==> config.mk <==
export PLATFORM = sky130hd
export DESIGN_NAME = step_controller
export DESIGN_NICKNAME = d
export VERILOG_FILES = /design/src/rtl/step_controller.sv
export SDC_FILE = /design/constraint.sdc
export NUM_CORES = 1
export LEC_CHECK = 0
export CAP_MARGIN = 40
export CELL_PAD_IN_SITES_DETAIL_PLACEMENT = 1
export CELL_PAD_IN_SITES_GLOBAL_PLACEMENT = 2
export CORE_UTILIZATION = 44
export CTS_CLUSTER_DIAMETER = 50
export DETAILED_ROUTE_END_ITERATION = 16
export GPL_TIMING_DRIVEN = 1
export PLACE_DENSITY = 0.84
export RECOVER_POWER = 50
export SYNTH_ARGS = -nofsm -noshare
export SYNTH_HDL_FRONTEND = slang
export SYNTH_SLANG_ARGS = --single-unit
==> constraint.sdc <==
create_clock -name clk_in -period 3.9 [get_ports clk_in]
set_clock_uncertainty 0.05 [all_clocks]
set_input_delay 0.78 -clock clk_in [delete_from_list [all_inputs] [get_ports clk_in]]
set_output_delay 0.78 -clock clk_in [all_outputs]
set_load 0.02 [all_outputs]
==> src/rtl/step_controller.sv <==
// -----------------------------------------------------------------------------
// step_controller
//
// Turns the divided clock from the clock divider into single-cycle CPU
// clock-enable pulses in the clk_in domain, gated by a run / pause /
// single-step mode FSM driven by two debounced front-panel buttons and the
// CPU halt line.
//
// Parameters:
//   DEBOUNCE_CYCLES  consecutive stable clk_in cycles needed to accept a
//                    new button level (>= 1)
//
// Ports:
//   clk_in    in   system clock, the only clock in the block
//   rst       in   asynchronous active-low reset
//   slow_clk  in   divided clock, sampled as asynchronous data
//   btn_run   in   raw run/pause toggle button, active-high, asynchronous
//   btn_step  in   raw single-step button, active-high, asynchronous
//   halt      in   synchronous CPU halt request, level-sensitive
//   cpu_en    out  registered one-cycle CPU clock enable
//   running   out  registered, high while the FSM is in RUN
//   en_count  out  32-bit count of issued cpu_en pulses (optional)
//
// Build option:
//   STEP_CTRL_EN_COUNT_EN  when defined, adds the en_count port and its
//                          wrapping pulse counter.
// -----------------------------------------------------------------------------
module step_controller #(
  parameter int DEBOUNCE_CYCLES = 1000000
) (
  input  logic        clk_in,
  input  logic        rst,
  input  logic        slow_clk,
  input  logic        btn_run,
  input  logic        btn_step,
  input  logic        halt,
  output logic        cpu_en,
  output logic        running
`ifdef STEP_CTRL_EN_COUNT_EN
  ,
  output logic [31:0] en_count
`endif
);

  typedef enum logic [1:0] {
    PAUSED = 2'd0,
    RUN    = 2'd1,
    ARMED  = 2'd2
  } state_t;

  localparam logic [31:0] DB_LAST = 32'(DEBOUNCE_CYCLES - 1);

  // Button index 0 is run, index 1 is step.
  localparam int BTN_RUN  = 0;
  localparam int BTN_STEP = 1;

  logic        slow_sync1, slow_sync2, slow_sync3;
  logic        slow_tick;
  logic [1:0]  btn_raw;
  logic [1:0]  btn_sync1, btn_sync2;
  logic [1:0]  db_level;
  logic [1:0]  press;
  logic [31:0] db_cnt [2];
  logic        run_press, step_press;

  state_t      state, state_next;
  logic        cpu_en_next;

  assign btn_raw    = {btn_step, btn_run};
  assign run_press  = press[BTN_RUN];
  assign step_press = press[BTN_STEP];

  // sync3 is only a history flop; the tick is the rising edge seen at sync2.
  assign slow_tick = slow_sync2 & ~slow_sync3;

  // NOTE: every flop below is written with <= so all of them sample the
  // values from before the clock edge; a blocking = here would let a later
  // stage see the new value of an earlier one and collapse the synchroniser.
  always_ff @(posedge clk_in or negedge rst) begin
    if (!rst) begin
      slow_sync1 <= 1'b0;
      slow_sync2 <= 1'b0;
      slow_sync3 <= 1'b0;
      btn_sync1  <= 2'b00;
      btn_sync2  <= 2'b00;
    end else begin
      slow_sync1 <= slow_clk;
      slow_sync2 <= slow_sync1;
      slow_sync3 <= slow_sync2;
      btn_sync1  <= btn_raw;
      btn_sync2  <= btn_sync1;
    end
  end

  // Debouncer: the counter runs only while the synced level disagrees with
  // the accepted level, so any bounce back to the old level restarts it.
  // The press pulse is registered alongside the level flip, so it is high
  // exactly in the first cycle the new level is visible.
  always_ff @(posedge clk_in or negedge rst) begin
    if (!rst) begin
      db_level <= 2'b00;
      press    <= 2'b00;
      for (int i = 0; i < 2; i++) db_cnt[i] <= '0;
    end else begin
      for (int i = 0; i < 2; i++) begin
        press[i] <= 1'b0;
        if (btn_sync2[i] == db_level[i]) begin
          db_cnt[i] <= '0;
        end else if (db_cnt[i] == DB_LAST) begin
          db_level[i] <= btn_sync2[i];
          db_cnt[i]   <= '0;
          press[i]    <= btn_sync2[i];   // only 0->1 flips make a pulse
        end else begin
          db_cnt[i] <= db_cnt[i] + 32'd1;
        end
      end
    end
  end

  // NOTE: state_next and cpu_en_next get defaults before the case so every
  // path assigns them; leaving one unassigned would infer a latch.
  always_comb begin
    state_next  = state;
    cpu_en_next = 1'b0;
    case (state)
      PAUSED: begin
        // With halt high a simultaneous run press cannot start RUN, so the
        // step press falls through and arms a single step instead.
        if (run_press && !halt)  state_next = RUN;
        else if (step_press)     state_next = ARMED;
      end
      RUN: begin
        if (halt || run_press) begin
          state_next = PAUSED;   // a coinciding tick is dropped
        end else if (slow_tick) begin
          cpu_en_next = 1'b1;
        end
      end
      ARMED: begin
        // A pending step is honoured even while halted.
        if (slow_tick) begin
          cpu_en_next = 1'b1;
          state_next  = PAUSED;
        end else if (run_press && !halt) begin
          state_next = RUN;
        end
      end
      default: state_next = PAUSED;
    endcase
  end

  always_ff @(posedge clk_in or negedge rst) begin
    if (!rst) begin
      state   <= PAUSED;
      cpu_en  <= 1'b0;
      running <= 1'b0;
    end else begin
      state   <= state_next;
      cpu_en  <= cpu_en_next;
      running <= (state_next == RUN);
    end
  end

`ifdef STEP_CTRL_EN_COUNT_EN
  // Free-running pulse counter; wraps naturally at 32 bits.
  always_ff @(posedge clk_in or negedge rst) begin
    if (!rst) begin
      en_count <= '0;
    end else begin
      en_count <= en_count + {31'd0, cpu_en};
    end
  end
`endif

endmodule

==> results.toml, run 1 <==
[clock_tree]
cts_resized = 0
root_buffer = "clkbuf_8"
htree_levels = 3
cts_setup_buffers = 0
clk-insertion-delay-late_ns = 0.35
cts_tree = "yes"
holdBufCountCts = 0
path_clk_slew_ns = 0.08
cts_sinks = 79
cts_buffer_depth = 2
cts_made_buffers = 9

[yosys]
ys_seq_area_share_pct = 50.9
synthArstFlopShare_pct = 100
ys_seq_elements = 79
synthCells = 384
syn_nets = 396
yosysTopAreaCell = "dfrtp_1"
synth_top_area_share_pct = 50.9
synth_common_cells = "dfrtp_1 (79), nor2_1 (72), xor2_1 (44)"
ys.flop_type = "dfrtp_1"
yosysMostFrequentCell = "dfrtp_1"
synthMuxAreaShare_pct = 0.580
yosys.area_share.simple_pct = 28.2
ys_top_cells_by_area = "dfrtp_1 (51%), xor2_1 (9.9%), nor2_1 (7.0%), nand4_1 (4.3%), xnor2_1 (3.6%)"
synthXorXnorAreaFrac_pct = 13.5
synth_compound_area_share_pct = 2.58
synth_top_family_by_area = "simple AND/OR/NAND/NOR gates"
ys_warn_count = 0
synth_area_um2 = 3880
yosysUniqueCellTypes = 37
synth_area_per_cell_um2 = 10.1
synth-edff-count = 0
synthAdderAreaFrac_pct = 1.93

[timing]
finalCritPeriodShare_pct = 59.3
max_freq_mhz = 432
max_slew_margin_pct = -37.6
period_needed_ns = 2.31
final-max-slew-violation-count = 37
tightest_slew_ns = 2.06
tns_ns = 0
rsz0062_at_grt = "false"
hold_viol = 0
setup_viol = 0

[detailed_routing]
drc = 0
dr.pass1.iters = 4
dr_total_vias = 2780
post_drt_wl_per_cell_um = 16.1
drt-total-wl_um = 8160
drt_iter0_markers = 60
viasPerCell = 5.49
postRouteAntennaNets = 0

[pwr]
power_leakage_nw = 1.86
powerDensity_nw_per_um2 = 357
ir_drop_v = 0.000181

[final_layout]
layout.nets = 408
drive_gt1_share_pct = 6.98
areaGrowthSynthToFinish_pct = 9.92
n_antenna_cell = 0
fin_cells = 506

[floorplanning]
core_area_um2 = 8380
start_util_pct = 46.3
rows = 33
chipHeight_um = 96.0
die_w_um = 96.0
io_pins = 8
die_area_um2 = 9210

[worst_setup_path]
setup.worst_path.end_class = "register"
critical_path_arrival_ns = 2.49
cp.required_ns = 4.08
cp_max_fo = 21
start_kind = "register"
setup.worst_path.class = "reg -> reg"

[placement]
portBuffers = 7
hpwl_um = 5600
place.gp.congestion = 0.725
place_inst = 490

[grt]
grt_pass1_wl_um = 14100
grt_overflow = 0
antenna_found_initial = 0
grt_pass1_vias = 2930
grt_usage_pct = 20.1
grt_max_degree = 44

[worst_hold_path]
worstHoldPathType = "reg -> reg"

[status]
violations = "max-capacitance violations, max-slew violations"
status = "finished with violations"

[job]
max-cap-violations = 1
worst max-delay path: stages (launching register included):
cell     delay (ns)
dfrtp_1        0.44
nor4b_1        0.36
nand4_1        0.13
or3_4          0.44
o21ai_2        0.36
buf_4          0.33
nor2_1         0.09
layout make-up:
cell class,count,area (um^2)
Fill cell,914,4110
Timing Repair Buffer,11,111
Clock inverter,6,70.1
Clock buffer,10,138
Multi-Input combinational cell,289,1820
Tap cell,105,131
Inverter,6,22.5
Sequential cell,79,1980
power by group:
part / total, mW / internal, mW / switching (mW)
logic: 0.0552 / 0.0178 / 0.0374
registers: 0.837 / 0.828 / 0.00890
clock network: 0.630 / 0.317 / 0.314
flip-flops by register name, indices dropped and copies added, names as in the netlist:
register / cells
btn_sync1: 2
state: 2
press: 2
slow_sync2: 1
btn_sync2: 2
slow_sync3: 1
running: 1
cpu_en: 1
db_cnt: 64
db_level: 2
slow_sync1: 1
cells by family after synthesis:
family | count (synthesis)
buf+inv | 16
flops | 79
compound gates | 14
simple gates | 207
xor+xnor | 60
fa+ha+maj | 6
mux | 2
layer usage:
| metal | global-route usage (%) | up-vias | routed length [um] |
|---|---|---|---|
| met5 | 0 | - | 0 |
| met4 | 6.72 | 0 | 115 |
| met3 | 4.03 | 10 | 120 |
| met2 | 34.2 | 17 | 4040 |
| met1 | 25.5 | 1395 | 3880 |
| li1 | - | 1358 | - |
per-stage QoR:
step | worst slack, ns | hold slack, ns | instance area, um^2 | util, % | power (mW)
6_report | 1.59 | 0.304 | 4270 | 50.9 | 1.52
5_1_grt | 1.21 | 0.315 | 4270 | 50.9 | 1.59
4_1_cts | 1.57 | 0.308 | 4270 | 51.0 | 1.55
3_5_place_dp | 1.58 | 0.287 | 4070 | 48.5 | 0.911
3_3_place_gp | 1.56 | 0.284 | 4030 | 48.0 | 0.906
2_1_floorplan | 2.03 | 0.281 | 3880 | - | 0.878
path summary, 6_finish.rpt:
| check | from | to | slack (ns) | cells past startpoint |
|---|---|---|---|---|
| setup / recovery | db_cnt[42]$_DFF_PN0_ | db_cnt[42]$_DFF_PN0_ | 1.59 | 6 |
| hold / removal | btn_sync1[0]$_DFF_PN0_ | btn_sync2[0]$_DFF_PN0_ | 0.30 | 0 |
| setup reg to reg | db_cnt[42]$_DFF_PN0_ | db_cnt[42]$_DFF_PN0_ | 1.59 | 6 |
| hold reg to reg | btn_sync1[0]$_DFF_PN0_ | btn_sync2[0]$_DFF_PN0_ | 0.30 | 0 |
| max in group asynchronous | rst | db_cnt[63]$_DFF_PN0_ | 1.65 | 1 |
| min in group asynchronous | rst | db_cnt[21]$_DFF_PN0_ | 0.95 | 1 |
cell usage in the layout (no fill, tap or decap), drive strengths merged, types with 2 or more instances in the layout:
master and count:
inv 6, and3 12, nand4 27, dlygate4sd3 3, nand2 24, and2 4
mux2 2, nand2b 4, dfrtp 79, clkdlybuf4s50 3, clkinv 5, clkbuf 11
and4 8, nand3b 2, o31ai 2, nor3b 3, xor2 44, nor2b 3
nor4 12, buf 4, xnor2 16, nand3 26, a21oi 4, nor3 6
ha 6, nor2 72
(Power assumes the default switching activity.)
==> run 2, diff against run 1 <==
- CORE_UTILIZATION: 44 -> 41
- PLACE_DENSITY: 0.84 -> 0.79
- clock period: 3.9 -> 2.2 ns (I/O delays scaled with it)
==> run 2 against run 1 <==
Effect of this change:
- largest power group unchanged
- register-to-register slack worse by 1.4 ns
- utilization down 3.9 points
- the flow now finishes without violations
- die area up 7.2%
- critical path type unchanged
- routed wire length up 5.0%
- design area up 1.3%
- clock power up 73%
- global-route usage down 0.077 points
- clock-buffer cell count unchanged
- setup slack worse by 1.4 ns
==> results.toml, run 2 (synthesis gave the netlist of run 1 again) <==
[timing]
finalCritPeriodShare_pct = 93.0
tightest_slew_ns = 0.758
period_needed_ns = 2.05
hold_viol = 0
final-max-slew-violation-count = 0
setup_viol = 0
max_slew_margin_pct = 49.5
rsz0062_at_grt = "false"
max_freq_mhz = 489
tns_ns = 0

[detailed_routing]
drt-total-wl_um = 8570
post_drt_wl_per_cell_um = 16.5
dr_total_vias = 2865
viasPerCell = 5.51
postRouteAntennaNets = 0
drc = 0
drt_iter0_markers = 121
dr.pass1.iters = 4

[clock_tree]
cts_setup_buffers = 0
cts_made_buffers = 9
htree_levels = 3
cts_buffer_depth = 2
cts_tree = "yes"
cts_sinks = 79
root_buffer = "clkbuf_8"
path_clk_slew_ns = 0.08
clk-insertion-delay-late_ns = 0.36

[floorplanning]
rows = 35
die_w_um = 99.3
io_pins = 8
die_area_um2 = 9870
core_area_um2 = 9200
chipHeight_um = 99.3
start_util_pct = 42.2

[grt]
grt_pass1_wl_um = 15400
antenna_found_initial = 0
grt_usage_pct = 20.0
grt_overflow = 0
grt_max_degree = 31
grt_pass1_vias = 3037

[worst_setup_path]
cp_cell_sequence = "nor4b_1 > nand4_1 > or3_4 > nor2_1 > mux2_2"
critical_path_arrival_ns = 2.24
setup.worst_path.class = "reg -> reg"
setup.worst_path.end_class = "register"
crit_buf_inv = 0
r2r_setup_slack_ns = 0.15
r2r-end = "db_level[0]$_DFFE_PN0P_"
start_kind = "register"
rr_worst_depth = 5
slowest_delay_ns = 0.44
cp_max_fo = 5
reg2reg_from = "db_cnt[42]$_DFF_PN0_"
crit_path_top_delay_cell = "dfrtp_1"
cp_top_family = "simple AND/OR/NAND/NOR gates"
cp.required_ns = 2.39

[final_layout]
stdcell_area_um2 = 4330
largest_reg_flops = 64
layout.nets = 417
fillers = 1043
final_cell_mix = "dfrtp_1 (79), nor2_1 (72), xor2_1 (44)"
areaGrowthSynthToFinish_pct = 11.4
fin_cells = 520
largest-register = "db_cnt"
seqCellArea_um2 = 1980
n_antenna_cell = 0
final_common_cell = "dfrtp_1"
drive_gt1_share_pct = 8.80
multiInputGateArea_um2 = 1820

[pwr]
ir_drop_v = 0.000278
powerDensity_nw_per_um2 = 620
power_mw = 2.68
power_leakage_nw = 1.90

[placement]
hpwl_um = 5930
portBuffers = 7
postPlaceCellArea_um2 = 4140
place_inst = 504
place.gp.congestion = 0.733

[worst_hold_path]
worstHoldPathCells = 0
whs_endpoint = "btn_sync2[1]$_DFF_PN0_"
hold_start = "btn_sync1[1]$_DFF_PN0_"
worstHoldPathType = "reg -> reg"

[status]
status = "completed"

[job]
max-cap-violations = 0
[run 2: repair_timing]
item                      CTS  global route
hold buffers                1             0
resized for setup           0             0
hold endpoints to repair   28             0
[run 2: per-layer routing]
layer	vias to the layer above	GRT usage, %	wire length, um
li1	1379	-	-
met1	1454	26.5	4070
met2	24	33.1	4230
met3	8	3.37	146
met4	0	7.47	127
met5	-	0	0
[run 2: stage by stage]
stage	worst slack [ns]	util (%)	hold WS, ns
after global placement	0.181	45.0	0.283
after global routing	0.0123	47.0	0.322
final	0.153	47.0	0.306
after detailed placement	0.141	45.0	0.292
after CTS	0.138	47.3	0.311
after floorplan	0.327	-	0.0944
[run 2: power breakdown]
group	internal (mW)	switching, mW	total (mW)
Combinational	0.0338	0.0679	0.102
Clock	0.551	0.541	1.09
Sequential	1.47	0.0175	1.49
Total	2.05	0.627	2.68
[run 2: worst max path at each step]
stage                         start                      end  cells past startpoint
2_1_floorplan  db_cnt[38]$_DFF_PN0_  db_level[0]$_DFFE_PN0P_                      6
3_3_place_gp   db_cnt[42]$_DFF_PN0_  db_level[0]$_DFFE_PN0P_                      5
3_5_place_dp   db_cnt[42]$_DFF_PN0_  db_level[0]$_DFFE_PN0P_                      5
4_1_cts        db_cnt[42]$_DFF_PN0_  db_level[0]$_DFFE_PN0P_                      5
5_1_grt                         rst     db_cnt[28]$_DFF_PN0_                      3
6_report       db_cnt[42]$_DFF_PN0_  db_level[0]$_DFFE_PN0P_                      5
[run 2: area by class of cell]
class / instances / share of cell area (%)
clock buffers: 10 / 3.18
clock inverters: 5 / 1.33
inverters: 6 / 0.521
multi-input cells: 289 / 42.1
flip-flops and latches: 79 / 45.7
well taps: 111 / 3.21
repair buffers: 20 / 3.99
[run 2: worst register-to-register path, stage by stage (launching register included)]
cell,delay [ns]
dfrtp_1,0.44
nor4b_1,0.39
nand4_1,0.14
or3_4,0.44
nor2_1,0.14
mux2_2,0.35
